**src/rtl/risc_pkg.sv**
```systemverilog
// Shared constants for the 16-bit RISC issue controller.
// Covers opcodes, instruction field slices, FSM state codes and opcode classes.
package risc_pkg;

   localparam logic [3:0] OP_ADD  = 4'd0;
   localparam logic [3:0] OP_SUB  = 4'd1;
   localparam logic [3:0] OP_AND  = 4'd2;
   localparam logic [3:0] OP_OR   = 4'd3;
   localparam logic [3:0] OP_XOR  = 4'd4;
   localparam logic [3:0] OP_SLL  = 4'd5;
   localparam logic [3:0] OP_SRL  = 4'd6;
   localparam logic [3:0] OP_MUL  = 4'd7;
   localparam logic [3:0] OP_NOP  = 4'd8;
   localparam logic [3:0] OP_HALT = 4'd15;

   localparam int OPC_HI = 15;
   localparam int OPC_LO = 12;
   localparam int RD_HI  = 11;
   localparam int RD_LO  = 8;
   localparam int RS1_HI = 7;
   localparam int RS1_LO = 4;
   localparam int RS2_HI = 3;
   localparam int RS2_LO = 0;

   localparam logic [2:0] S_IDLE     = 3'd0;
   localparam logic [2:0] S_DECODE   = 3'd1;
   localparam logic [2:0] S_EXEC     = 3'd2;
   localparam logic [2:0] S_WAIT_MUL = 3'd3;
   localparam logic [2:0] S_WB       = 3'd4;
   localparam logic [2:0] S_HALTED   = 3'd5;

   typedef enum logic [2:0] {
      CLS_ALU     = 3'd0,
      CLS_MUL     = 3'd1,
      CLS_NOP     = 3'd2,
      CLS_HALT    = 3'd3,
      CLS_ILLEGAL = 3'd4
   } op_class_e;

endpackage

```
**src/rtl/risc_op_decode.sv**
```systemverilog
// Combinational opcode classifier: maps a 4-bit opcode to its execution class.
module risc_op_decode
   import risc_pkg::*;
(
   input  logic [3:0] opcode,
   output logic [2:0] op_class
);

   always_comb begin
      op_class = CLS_ILLEGAL;
      case (opcode)
         OP_ADD, OP_SUB, OP_AND, OP_OR,
         OP_XOR, OP_SLL, OP_SRL:           op_class = CLS_ALU;
         OP_MUL:                           op_class = CLS_MUL;
         OP_NOP:                           op_class = CLS_NOP;
         OP_HALT:                          op_class = CLS_HALT;
         default:                          op_class = CLS_ILLEGAL;
      endcase
   end

endmodule

```
**src/rtl/risc_issue_ctrl.sv**
```systemverilog
// Multi-cycle issue sequencer: accepts one instruction, walks it through
// DECODE/EXEC/(WAIT_MUL)/WB and drives register-file and ALU controls.
module risc_issue_ctrl
   import risc_pkg::*;
#(
   parameter int MUL_CYCLES = 4,
   parameter int CNT_W      = 16
) (
   input  logic             clk,
   input  logic             rst,
   input  logic             instr_valid,
   input  logic [15:0]      instruction,
   output logic             instr_ready,
   output logic [3:0]       rf_raddr_a,
   output logic [3:0]       rf_raddr_b,
   output logic [3:0]       alu_op,
   output logic             alu_start,
   output logic             rf_we,
   output logic [3:0]       rf_waddr,
   output logic             busy,
   output logic             illegal,
   output logic             halted,
   output logic [CNT_W-1:0] retired_count
);

   // EXEC accounts for one MUL cycle, and WAIT_MUL exits on the cycle the counter reads zero.
   localparam logic [3:0] MUL_LOAD = 4'(MUL_CYCLES - 2);

   logic [2:0]  state;
   logic [15:0] ir;
   logic [3:0]  mcnt;
   logic [2:0]  cls;
   logic [3:0]  ir_rd;

   risc_op_decode u_dec (
      .opcode   (ir[OPC_HI:OPC_LO]),
      .op_class (cls)
   );

   assign ir_rd = ir[RD_HI:RD_LO];

   always_ff @(posedge clk) begin
      if (rst) begin
         state         <= S_IDLE;
         ir            <= '0;
         mcnt          <= '0;
         retired_count <= '0;
      end else begin
         case (state)
            S_IDLE: begin
               if (instr_valid) begin
                  ir    <= instruction;
                  state <= S_DECODE;
               end
            end
            S_DECODE: begin
               case (cls)
                  CLS_ALU, CLS_MUL: state <= S_EXEC;
                  CLS_NOP: begin
                     state         <= S_IDLE;
                     retired_count <= retired_count + CNT_W'(1);
                  end
                  CLS_HALT: begin
                     state         <= S_HALTED;
                     retired_count <= retired_count + CNT_W'(1);
                  end
                  default: state <= S_IDLE;
               endcase
            end
            S_EXEC: begin
               if (cls == CLS_MUL) begin
                  mcnt  <= MUL_LOAD;
                  state <= S_WAIT_MUL;
               end else begin
                  state <= S_WB;
               end
            end
            S_WAIT_MUL: begin
               if (mcnt == 4'd0) state <= S_WB;
               else              mcnt  <= mcnt - 4'd1;
            end
            S_WB: begin
               // R0 writes are suppressed on rf_we but still count as retired.
               retired_count <= retired_count + CNT_W'(1);
               state         <= S_IDLE;
            end
            S_HALTED: state <= S_HALTED;
            default:  state <= S_IDLE;
         endcase
      end
   end

   // Everything below is decoded from state and IR only; no path from instruction.
   assign busy        = (state == S_DECODE) || (state == S_EXEC) ||
                        (state == S_WAIT_MUL) || (state == S_WB);
   assign instr_ready = (state == S_IDLE) && !rst;
   assign halted      = (state == S_HALTED);
   assign rf_raddr_a  = busy ? ir[RS1_HI:RS1_LO] : 4'h0;
   assign rf_raddr_b  = busy ? ir[RS2_HI:RS2_LO] : 4'h0;
   assign alu_op      = ((state == S_EXEC) || (state == S_WAIT_MUL)) ? ir[OPC_HI:OPC_LO] : 4'h0;
   assign alu_start   = (state == S_EXEC);
   assign rf_waddr    = (state == S_WB) ? ir_rd : 4'h0;
   assign rf_we       = (state == S_WB) && (ir_rd != 4'h0);
   assign illegal     = (state == S_DECODE) && (cls == CLS_ILLEGAL);

endmodule

```
**config.mk**
```make
export PLATFORM = sky130hd
export DESIGN_NAME = risc_issue_ctrl
export DESIGN_NICKNAME = d
export VERILOG_FILES = /design/src/rtl/risc_pkg.sv /design/src/rtl/risc_op_decode.sv /design/src/rtl/risc_issue_ctrl.sv
export SDC_FILE = /design/constraint.sdc
export NUM_CORES = 1
export LEC_CHECK = 0
export ABC_AREA = 0
export BUFFER_PORTS_ARGS = -buffer_cell sky130_fd_sc_hd__buf_2
export CORE_UTILIZATION = 34
export DETAILED_ROUTE_END_ITERATION = 10
export SYNTH_ARGS = -nofsm -noshare
export SYNTH_HDL_FRONTEND = slang
export SYNTH_SLANG_ARGS = --single-unit
```
**constraint.sdc**
```tcl
create_clock -name clk -period 1.8 [get_ports clk]
set_input_delay 0.36 -clock clk [delete_from_list [all_inputs] [get_ports clk]]
set_output_delay 0.36 -clock clk [all_outputs]
set_load 0.005 [all_outputs]
```
Word level (Yosys, flattened, before mapping)
Memory sizes are Yosys's and may differ from the RTL's. A register that Yosys moved wholly into a read port is not among the register bits.
Index checks and enable logic that the tools add are counted.
Word-level totals
  register bits after elaboration: 39
  memory bits (read-only): 48
  input bits: 19
  memories: 1
Memory list
  (no name shown): depth 16, width 3, read ports 1, clocked after Yosys merged registers in 1, write ports 0, line risc_op_decode.sv:11  | case (opcode)
Operators by class
  $add $sub $neg: 2
  eq/ne operators: 14
  muxes and demuxes: 16
  reductions and logical operators: 20
Operator list (number)
  $mux W4: 8
  $pmux W16 S2: 1
  $add A16 B1 Y16 const B: 1
  $mux W16: 1
  $pmux W3 S5: 1
  $eq A3 B2 Y1 const B: 4
  $eq A3 B3 Y1 const B: 3
  $mux W3: 3
  $ne A2 B2 Y1 const B: 4
  $pmux W4 S2: 1
  $eq A3 B1 Y1 const B: 2
  $logic_not A3 Y1: 2
  $pmux W3 S2: 1
  $reduce_and A2 Y1: 3
  $logic_not A4 Y1: 1
  $logic_or A1 B1 Y1: 4
  $reduce_bool A2 Y1: 2
  $reduce_bool A4 Y1: 1
  $reduce_or A2 Y1: 2
  $sub A4 B1 Y4 const B: 1
  $logic_and A1 B1 Y1: 3
  $reduce_and A3 Y1: 1
  $ne A2 B1 Y1 const B: 1
  $logic_not A1 Y1: 1

Longest topological paths before layout
Gate-level depths: netlist of the first run.
  depth in word-level cells: 5
  gate-level depth with buffers: 7

By module
Synthesis of the first run repeated with hierarchy kept, for this count alone.
Second synthesis, totals
  cell total of the unflattened synthesis: 246
  area, all modules: 1981.9 sq um
By module, submodules not included
  risc_issue_ctrl: times used 1, cells an instance 242, area an instance 1950.6 sq um, sequential area each 780.7 sq um
  risc_op_decode: times used 1, cells an instance 4, area an instance 31.3 sq um, sequential area each 0.0 sq um

Worst setup path before layout of the first run
Ideal clock, no wire load.
  path type: register to output
  from: reg state[0]
  to: out rf_raddr_a[0]
  arrival time: 1.401 ns
  setup slack: 0.039 ns
  stages on the path, launching flop included: 5
  cell sequence: dfxtp_1 clkbuf_1 nor2_1 xnor2_1 and2_1
Between the ends
  longest elaborated chain between the ends: 5
Ends and longest elaborated chain
  start: declaration: line risc_issue_ctrl.sv:29  | logic [2:0] state;
  start signal: assignment: line risc_issue_ctrl.sv:44  | state <= S_IDLE;
  start signal: assignment: line risc_issue_ctrl.sv:53  | state <= S_DECODE;
  start signal: assignment: line risc_issue_ctrl.sv:58  | CLS_ALU, CLS_MUL: state <= S_EXEC;
  $eq A3 B1 Y1 or $eq A3 B2 Y1 (tied branches): line risc_issue_ctrl.sv:94  | assign busy = (state == S_DECODE) || (state == S_EXEC) ||
  $logic_or A1 B1 Y1 (2 in a row): line risc_issue_ctrl.sv:94
  $logic_or A1 B1 Y1 (*): line risc_issue_ctrl.sv:95  | (state == S_WAIT_MUL) || (state == S_WB);
  net busy: line risc_issue_ctrl.sv:20  | output logic busy,
  $mux W4 (*): line risc_issue_ctrl.sv:98  | assign rf_raddr_a = busy ? ir[RS1_HI:RS1_LO] : 4'h0;
  end: declaration: line risc_issue_ctrl.sv:14  | output logic [3:0] rf_raddr_a,
The timed path passes the listed nets; every way through them passes the cells marked *.

Worst setup path in the final report of the first run
  from: reg state[0]
  to: out rf_raddr_a[3]
Between the ends
  longest elaborated chain between the ends: 5
Ends and longest elaborated chain (line)
  $eq A3 B1 Y1 or $eq A3 B2 Y1 (tied branches): risc_issue_ctrl.sv:94
  $logic_or A1 B1 Y1 (2 in a row): risc_issue_ctrl.sv:94
  $logic_or A1 B1 Y1 (*): risc_issue_ctrl.sv:95
  $mux W4 (*): risc_issue_ctrl.sv:98
Every way passes the cells marked *; elsewhere a longest branch is shown, timed or not.

==> results of run 1 <==
-- worst register-to-register path: stages, from the launching register on --
cell and delay, ps:
dfxtp_4 390, nand2b_1 210, a211o_4 400, or4_1 510, a21oi_1 150
-- sequential cells by signal, summed over array words and instances, names as in the netlist --
register	flops
state	3
retired_count	16
u_dec.op_class	3
mcnt	4
ir	16
-- final timing paths --
check                           depth (start not counted)                              to  slack, ps             startpoint
worst min-delay path                                    3              ir[6]$_SDFFE_PP0N_        300         instruction[6]
worst max-delay path                                    5                   rf_raddr_a[3]         50  state[0]$_SDFFE_PP0P_
worst max register to register                          4  retired_count[14]$_SDFFE_PP0P_         70  state[0]$_SDFFE_PP0P_
worst min register to register                          2              ir[4]$_SDFFE_PP0N_        450     ir[4]$_SDFFE_PP0N_
-- cell families after synthesis --
family	count (synthesis)	synth area share [%]
flip-flops	42	41.2
XOR/XNOR	7	3.01
multiplexers	1	0.491
buffers and inverters	23	5.03
AO/OA/AOI/OAI	58	16.6
adder cells (fa/ha/maj)	2	1.23
AND/OR/NAND/NOR	118	32.5
-- routing by layer --
metal  part of all wire [%]  global-route usage, %
met5                      0                      0
met3                    4.7                   5.03
met4                   0.72                   5.45
met1                     48                   20.0
met2                     47                   25.7
-- stage by stage --
| step | area (um^2) | setup TNS, ps | instances | setup WS (ps) | util, % |
|---|---|---|---|---|---|
| global route | 2730 | -110 | 396 | -26.1 | 48.4 |
| global placement | 2510 | 0 | 386 | 89.8 | 44.6 |
| CTS | 2630 | 0 | 394 | 6.13 | 46.6 |
| finish | 2730 | 0 | 396 | 45.4 | 48.4 |
| detailed placement | 2510 | 0 | 386 | 34.3 | 44.6 |
| floorplan | 2040 | 0 | 251 | 39.1 | - |
-- power by group --
| group | leakage (nW) | total, mW | internal [mW] | switching [mW] |
|---|---|---|---|---|
| combinational | 0.739 | 0.293 | 0.146 | 0.147 |
| sequential | 0.344 | 0.998 | 0.965 | 0.0333 |
| clock | 0.0472 | 0.628 | 0.308 | 0.320 |
| total | 1.13 | 1.92 | 1.42 | 0.500 |
-- layout by cell type (no fill, tap or decap), drive strengths merged, types with 2 or more instances in the layout --
cell and n:
a211oi 3, a21o 2, a21oi 32, and2 14
and3 4, buf 80, clkbuf 6, dfxtp 42
ha 2, inv 8, nand2 38, nand2b 4
nand3 10, nand4 4, nor2 10, nor2b 4
nor3 2, nor4 3, o21ai 9, o31ai 5
or3 9, or4 6, xnor2 7
-- final cells by class --
type / count / area (um^2) / share of cell area (%)
clock buffer: 6 / 82.6 / 3.02
clock inverter: 2 / 12.5 / 0.458
inverter: 8 / 30.0 / 1.10
sequential: 42 / 851 / 31.1
multi-input combinational: 186 / 1160 / 42.4
timing repair buffer: 80 / 507 / 18.5
tap: 72 / 90.1 / 3.30
-- what timing repair did --
action / in CTS / in global routing
gates resized for setup: 8 / 21
setup endpoints to repair: 15 / 20
setup buffers: 0 / 1
pin swaps: 0 / 4
cloned: 0 / 1
==> impl_metrics.csv, run 1 <==
group,metric,value,unit
status,outcome,"finished, final reports clean",
logic_synthesis,post-synth-top-area-cell,"dfxtp_1",
floorplan,core-area,5640,um^2
power,p_leak,1.13,nW
worst_setup_path,cp_top_family,"flip-flops",
timing,tightest_slew,525,ps
logic_synthesis,ys_warn_count,0,
floorplan,die_h,79.5,um
detailed_routing,ant_nets,0,
detailed_routing,routed_wl,4.87,mm
timing,skew,8.38,ps
clock_network,h-tree-depth,2,
logic_synthesis,synthFlopType,"dfxtp_1",
placement,place_congestion,0.751,
logic_synthesis,postSynthNetCount,272,
clock_network,cts_hold_buf,0,
floorplan,dieWidth,79.5,um
clock_network,cts_buffer_depth,2,
logic_synthesis,synthTopCellsByArea,"dfxtp_1 (41%), a21oi_1 (7.9%), nand2_1 (7.0%)",
detailed_routing,drtIter0Drc,72,
worst_setup_path,critPathLaunchType,"flip-flop",
detailed_routing,routedWlPerCell,12.3,um
clock_network,clkSinkCount,42,
grt,grt_pass1_wl,7.83,mm
timing,fin_crit_sh,97.5,%
power,power_density,702,nW/um^2
grt,grt_max_degree,29,
clock_network,clk_latency,290,ps
grt,grt_pass1_vias,1794,
logic_synthesis,syn_area_per_cell,8.13,um^2
min_path,min_path_type,"in -> reg",
timing,setup_viol,0,
clock_network,clk_pin_slew,80,ps
final_layout,fill_cells,554,
timing,period_needed,1750,ps
logic_synthesis,synth_common_cells,"dfxtp_1 (42), nand2_1 (38), a21oi_1 (32)",
detailed_routing,via_count,1994,
timing,max_freq,570,MHz
worst_setup_path,required,1440,ps
logic_synthesis,synthesis.area,2040,um^2
worst_setup_path,crit_slowest_cell,"dfxtp_4",
worst_setup_path,cp-end-kind,"output pin",
worst_setup_path,crit_buf_inv,2,
logic_synthesis,synth_seq_cells,42,
timing,fin_hold_ws,297,ps
worst_setup_path,crit_path_max_incr_delay,390,ps
logic_synthesis,synthCells,251,
clock_network,root_buffer,"clkbuf_8",
final_layout,drive_gt1_share,32.7,%
job,cap_viol_max_count,0,
clock_network,cts-buffers-inserted,5,
detailed_routing,first_pass_iters,6,
detailed_routing,drc_errors,0,
timing,final_hold_viol_count,0,
logic_synthesis,yosysUniqueCellTypes,42,
logic_synthesis,synth_most_common_cell,"dfxtp_1",
final_layout,n_antenna_cell,0,
logic_synthesis,synth_top_area_share,41.2,%
worst_setup_path,path_cells,"nor2_4 -> xnor2_4 -> buf_6 -> and2_4 -> buf_2",
clock_network,cts_tree,"built",
logic_synthesis,synth_edf_count,0,
final_layout,syn2layout_area_growth,34.0,%
power,fin_total_pwr,1.92,mW
worst_setup_path,timing_worst_setup_path_type,"reg -> out",
floorplan,die_area,6310,um^2
final_layout,fin_nets,344,
worst_setup_path,crit_arrival,1390,ps
floorplan,rows,27,
grt,overflow,0,
power,peakVddDrop,0.000391,V
grt,grt_usage,16.0,%
floorplan,ioPinCount,57,
placement,place.detailed.hpwl,3.42,mm
detailed_routing,via_per_inst,5.04,
floorplan,start_util,36.1,%
grt,antenna_found_initial,0,
logic_synthesis,yosysSeqAreaShare,41.2,%
timing,slew_headroom,64.1,%
worst_setup_path,path_max_fanout,7,
timing,rsz0062_at_grt,"yes",
placement,numPortBuffers,56,
logic_synthesis,async_flop_share,0,%
timing,drv_slew,0,
(Power assumes the default switching activity.)
==> run 2, diff against run 1 <==
--- a/config.mk
+++ b/config.mk
@@ -7,8 +7,11 @@
 export LEC_CHECK = 0
 export ABC_AREA = 0
 export BUFFER_PORTS_ARGS = -buffer_cell sky130_fd_sc_hd__buf_2
-export CORE_UTILIZATION = 34
+export CELL_PAD_IN_SITES_DETAIL_PLACEMENT = 0
+export CELL_PAD_IN_SITES_GLOBAL_PLACEMENT = 2
+export CORE_UTILIZATION = 26
 export DETAILED_ROUTE_END_ITERATION = 10
+export PLACE_DENSITY_LB_ADDON = 0.1
 export SYNTH_ARGS = -nofsm -noshare
 export SYNTH_HDL_FRONTEND = slang
 export SYNTH_SLANG_ARGS = --single-unit
==> run 2 against run 1 <==
  * The run now ends with negative setup slack left
  * Hold slack gained 6.4 ps
  * Clock power grew 14%
  * Cell area grew 4.9%
  * Clock skew shrank 1.8 ps
  * Count of clock-buffer cells in the layout grew 2
  * Cell count grew 9.3%
  * Flip-flop and latch count is the same
  * Total power grew 5.4%
  * Critical endpoint is now rf_raddr_b[0]
  * Largest cell class unchanged
==> impl_metrics.csv, run 2 (synthesized netlist as in run 1, its figures left out) <==
group,metric,value,unit
final_layout,top_regs,"ir (16), retired_count (16), mcnt (4)",
power,sw_frac_of_total,25.5,%
timing,max_freq,555,MHz
final_layout,layout_commonest_cell,"buf_2",
clock_network,clk_latency,290,ps
clock_network,clk_pin_slew,80,ps
final_layout,fill_cells,801,
status,violations,"negative setup slack",
placement,dp_cells,421,
clock_network,cts_buffer_depth,2,
power,switchingPower,0.516,mW
grt,overflow,0,
grt,grt_pass1_vias,1903,
floorplan,dieWidth,90.6,um
worst_setup_path,required,1440,ps
grt,grt_max_degree,28,
detailed_routing,ant_nets,0,
clock_network,h-tree-depth,2,
timing,drv_slew,0,
clock_network,clkSinkCount,42,
timing,setup_viol,1,
placement,place_congestion,0.749,
clock_network,cts_hold_buf,0,
placement,numPortBuffers,56,
floorplan,start_util,27.5,%
detailed_routing,drc_errors,0,
detailed_routing,first_pass_iters,4,
detailed_routing,via_count,2022,
min_path,min_path_type,"in -> reg",
worst_setup_path,timing_worst_setup_path_type,"reg -> out",
timing,tightest_slew,371,ps
clock_network,root_buffer,"clkbuf_8",
floorplan,die_h,90.6,um
timing,skew,6.57,ps
clock_network,cts-buffers-inserted,5,
detailed_routing,drtIter0Drc,58,
final_layout,drive_gt1_share,36.8,%
clock_network,cts_tree,"built",
power,combPwrFrac,15.2,%
worst_setup_path,path_max_fanout,6,
grt,antenna_found_initial,0,
timing,final_hold_viol_count,0,
power,power_density,706,nW/um^2
final_layout,syn2layout_area_growth,40.6,%
power,internal-power,1.51,mW
timing,layout_setup_ws,-1.30,ps
power,peakVddDrop,0.000343,V
power,seqPwrFrac,49.4,%
grt,grt_pass1_wl,9.19,mm
final_layout,n_antenna_cell,0,
floorplan,ioPinCount,57,
timing,rsz0062_at_grt,"yes",
final_layout,utilization,38.7,%
floorplan,core-area,7410,um^2
power,p_leak,1.20,nW
floorplan,die_area,8200,um^2
worst_setup_path,cp-end-kind,"output pin",
worst_setup_path,crit_arrival,1440,ps
worst_setup_path,critPathLaunchType,"flip-flop",
final_layout,final_cell_mix,"buf_2 (50), nand2_1 (38), dfxtp_1 (36), a21oi_1 (32), buf_4 (31)",
job,cap_viol_max_count,0,
power,p_clk_share,35.4,%
detailed_routing,routed_wl,5.50,mm
detailed_routing,via_per_inst,4.67,
placement,post-place-ws,-3.07,ps
placement,place.detailed.hpwl,3.93,mm
final_layout,finalNonFillerCells,433,
floorplan,rows,31,
timing,fin_crit_sh,100,%
timing,period_needed,1800,ps
detailed_routing,routedWlPerCell,12.7,um
final_layout,fin_nets,354,
grt,grt_usage,13.8,%
timing,slew_headroom,74.6,%
status,outcome,"complete, but fails checks",
-- run 2: final timing paths --
kind | cells after the start | start | end | slack, ps
worst max register to register | 7 | mcnt[0]$_SDFFE_PP0P_ | mcnt[1]$_SDFFE_PP0P_ | 60
worst max-delay path | 6 | state[1]$_SDFFE_PP0P_ | rf_raddr_b[0] | -1
worst min register to register | 2 | ir[1]$_SDFFE_PP0N_ | ir[1]$_SDFFE_PP0N_ | 450
worst min-delay path | 3 | instruction[7] | ir[7]$_SDFFE_PP0N_ | 300
-- run 2: cell type report --
type	instances	area [um^2]	share of cell area [%]
Clock buffer	8	110	3.84
Sequential cell	42	853	29.8
Multi-Input combinational cell	186	1170	40.7
Inverter	8	30.0	1.05
Tap cell	99	124	4.32
Timing Repair Buffer	90	584	20.4
-- run 2: repair_timing --
item | CTS | global route
setup endpoints to repair | 21 | 22
gates resized for setup | 18 | 17
cloned | 1 | 0
pin swaps | 12 | 3
setup buffers | 2 | 1
-- run 2: power groups by stage --
stage / logic (mW) / registers, mW / clock network (mW)
floorplan: 0.149 / 1.01 / 0
global placement: 0.265 / 1.02 / 0
detailed placement: 0.263 / 1.02 / 0
CTS: 0.290 / 0.998 / 0.754
global route: 0.343 / 1.01 / 0.789
finish: 0.307 / 0.999 / 0.717
-- run 2: metal layers --
metal | wire length (um) | track usage [%] | vias to the layer above
li1 | - | - | 1048
met1 | 2670 | 19.0 | 932
met2 | 2580 | 21.5 | 40
met3 | 229 | 3.37 | 2
met4 | 25 | 3.90 | 0
met5 | 0 | 0 | -
-- run 2: metrics by stage --
step / hold slack (ps) / power [mW] / TNS [ps] / cell area [um^2]
floorplan: 432 / 1.16 / 0 / 2040
detailed placement: 445 / 1.28 / -3.07 / 2600
CTS: 290 / 2.04 / -372 / 2790
global placement: 439 / 1.28 / -10.2 / 2600
finish: 304 / 2.02 / -1.30 / 2870
global route: 289 / 2.14 / -797 / 2870
-- run 2: worst max-delay path: stages, from the launching register on --
cell and delay, ps:
dfxtp_4 370, buf_6 120, nor2_4 140, xnor2_4 150, buf_6 150, and2_4 140, buf_6 80
==> run 3, diff against run 2 <==
--- a/config.mk
+++ b/config.mk
@@ -7,11 +7,9 @@
 export LEC_CHECK = 0
 export ABC_AREA = 0
 export BUFFER_PORTS_ARGS = -buffer_cell sky130_fd_sc_hd__buf_2
-export CELL_PAD_IN_SITES_DETAIL_PLACEMENT = 0
-export CELL_PAD_IN_SITES_GLOBAL_PLACEMENT = 2
-export CORE_UTILIZATION = 26
+export CORE_UTILIZATION = 34
 export DETAILED_ROUTE_END_ITERATION = 10
-export PLACE_DENSITY_LB_ADDON = 0.1
+export SKIP_CTS_REPAIR_TIMING = 1
 export SYNTH_ARGS = -nofsm -noshare
 export SYNTH_HDL_FRONTEND = slang
 export SYNTH_SLANG_ARGS = --single-unit
==> run 3 against run 2 <==
  * Register-to-register slack is essentially flat
  * First-iteration DRC count up 8.6%
  * Clock skew increased by 1.1 ps
  * Flip-flop and latch count unchanged
  * Critical path type unchanged
  * Combinational power is 6% lower
  * The run now ends clean
  * Worst setup slack gained 57 ps
==> impl_metrics.csv, run 3 (synthesized netlist as in run 1, its figures left out) <==
group,metric,value,unit
grt,antenna_found_initial,0,
power,fin_total_pwr,1.91,mW
worst_setup_path,cp-end-kind,"output pin",
placement,place.detailed.hpwl,3.42,mm
worst_setup_path,crit_arrival,1380,ps
final_layout,layout_commonest_cell,"buf_2",
clock_network,cts_tree,"built",
grt,overflow,0,
detailed_routing,ant_nets,0,
detailed_routing,routedWlPerCell,12.2,um
floorplan,core-area,5640,um^2
timing,setup_viol,0,
placement,dpl-instance-area,2510,um^2
worst_setup_path,rr_endpoint,"retired_count[14]$_SDFFE_PP0P_",
grt,grt_pass1_wl,7.78,mm
clock_network,cts_buffer_depth,2,
detailed_routing,via_per_inst,5.06,
final_layout,n_antenna_cell,0,
clock_network,h-tree-depth,2,
min_path,min_from,"instruction[6]",
floorplan,start_util,36.1,%
worst_setup_path,r2r_start,"state[0]$_SDFFE_PP0P_",
status,outcome,"finished, final reports clean",
placement,post-place-ws,34.3,ps
final_layout,postLayoutCellArea,2720,um^2
floorplan,die_area,6310,um^2
worst_setup_path,timing_worst_setup_path_type,"reg -> out",
timing,tightest_slew,525,ps
worst_setup_path,cp_top_family,"flip-flops",
timing,skew,7.63,ps
placement,numPortBuffers,56,
timing,layout_setup_ws,56.1,ps
min_path,min_to,"ir[6]$_SDFFE_PP0N_",
detailed_routing,first_pass_iters,4,
worst_setup_path,crit_path_max_incr_delay,390,ps
timing,slew_headroom,64.1,%
job,cap_viol_max_count,0,
worst_setup_path,critPathLaunchType,"flip-flop",
final_layout,utilization,48.1,%
worst_setup_path,worstSetupStartpoint,"state[0]$_SDFFE_PP0P_",
detailed_routing,drc_errors,0,
clock_network,clk_pin_slew,80,ps
power,peakVddDrop,0.000399,V
timing,rsz0062_at_grt,"yes",
floorplan,rows,27,
final_layout,drive_gt1_share,31.8,%
detailed_routing,routed_wl,4.82,mm
worst_setup_path,crit_buf_inv,2,
detailed_routing,drtIter0Drc,63,
final_layout,top_regs,"ir (16), retired_count (16), mcnt (4)",
clock_network,clkSinkCount,42,
power,power_density,705,nW/um^2
detailed_routing,via_count,2003,
timing,max_freq,573,MHz
timing,fin_crit_sh,96.9,%
final_layout,fin_nets,344,
timing,drv_slew,0,
power,p_leak,1.13,nW
worst_setup_path,r2r_slack,70,ps
floorplan,dieWidth,79.5,um
placement,place_congestion,0.751,
floorplan,ioPinCount,57,
worst_setup_path,crit_slowest_cell,"dfxtp_4",
min_path,worstHoldPathCells,3,
timing,period_needed,1740,ps
floorplan,die_h,79.5,um
grt,grt_pass1_vias,1769,
worst_setup_path,rr_worst_depth,4,
min_path,min_path_type,"in -> reg",
grt,grt_max_degree,29,
clock_network,root_buffer,"clkbuf_8",
final_layout,syn2layout_area_growth,33.2,%
final_layout,final_cell_mix,"buf_2 (56), nand2_1 (38), dfxtp_1 (38), a21oi_1 (32), buf_4 (18)",
clock_network,clk_latency,290,ps
worst_setup_path,required,1440,ps
worst_setup_path,path_max_fanout,7,
timing,final_hold_viol_count,0,
clock_network,cts-buffers-inserted,5,
worst_setup_path,path_cells,"nor2_4 -> xnor2_4 -> buf_6 -> and2_1 -> buf_2",
grt,grt_usage,15.9,%
run 3: routing by layer:
layer / up-vias / share of wire (%) / GRT usage, %
li1: 1027 / - / -
met1: 929 / 47 / 20.0
met2: 45 / 47 / 25.5
met3: 2 / 5.3 / 5.03
met4: 0 / 0.73 / 5.45
met5: - / 0 / 0
run 3: final cells by class:
class | instances | area [um^2]
fillers | 553 | 2930
repair buffers | 80 | 500
clock inverters | 2 | 12.5
well taps | 72 | 90.1
multi-input cells | 186 | 1150
clock buffers | 6 | 82.6
inverters | 8 | 30.0
flip-flops and latches | 42 | 851
run 3: worst reg2reg max path, cell delays in order (launching register included):
cell and delay, ps:
dfxtp_4 390, nand2b_1 210, a211o_4 400, or4_1 510
a21oi_1 150
run 3: how the worst max path moves through the flow:
stage | to | slack, ps | cells after the start
6_report | rf_raddr_a[3] | 60 | 5
5_1_grt | rf_raddr_b[1] | -30 | 5
4_1_cts | illegal | -180 | 4
3_5_place_dp | retired_count[14]$_SDFFE_PP0P_ | 30 | 4
3_3_place_gp | retired_count[14]$_SDFFE_PP0P_ | 90 | 4
2_1_floorplan | rf_raddr_a[0] | 40 | 4
run 3: through the flow:
stage               std cells  hold WS, ps  setup TNS, ps
finish                    396          296              0
global route              396          286          -74.0
CTS                       394          285          -1570
detailed placement        386          443              0
global placement          386          439              0
floorplan                 251          432              0
run 3: report_power, final:
group	internal, mW	switching, mW
clock network	0.308	0.319
logic	0.143	0.145
registers	0.965	0.0329
total	1.42	0.498
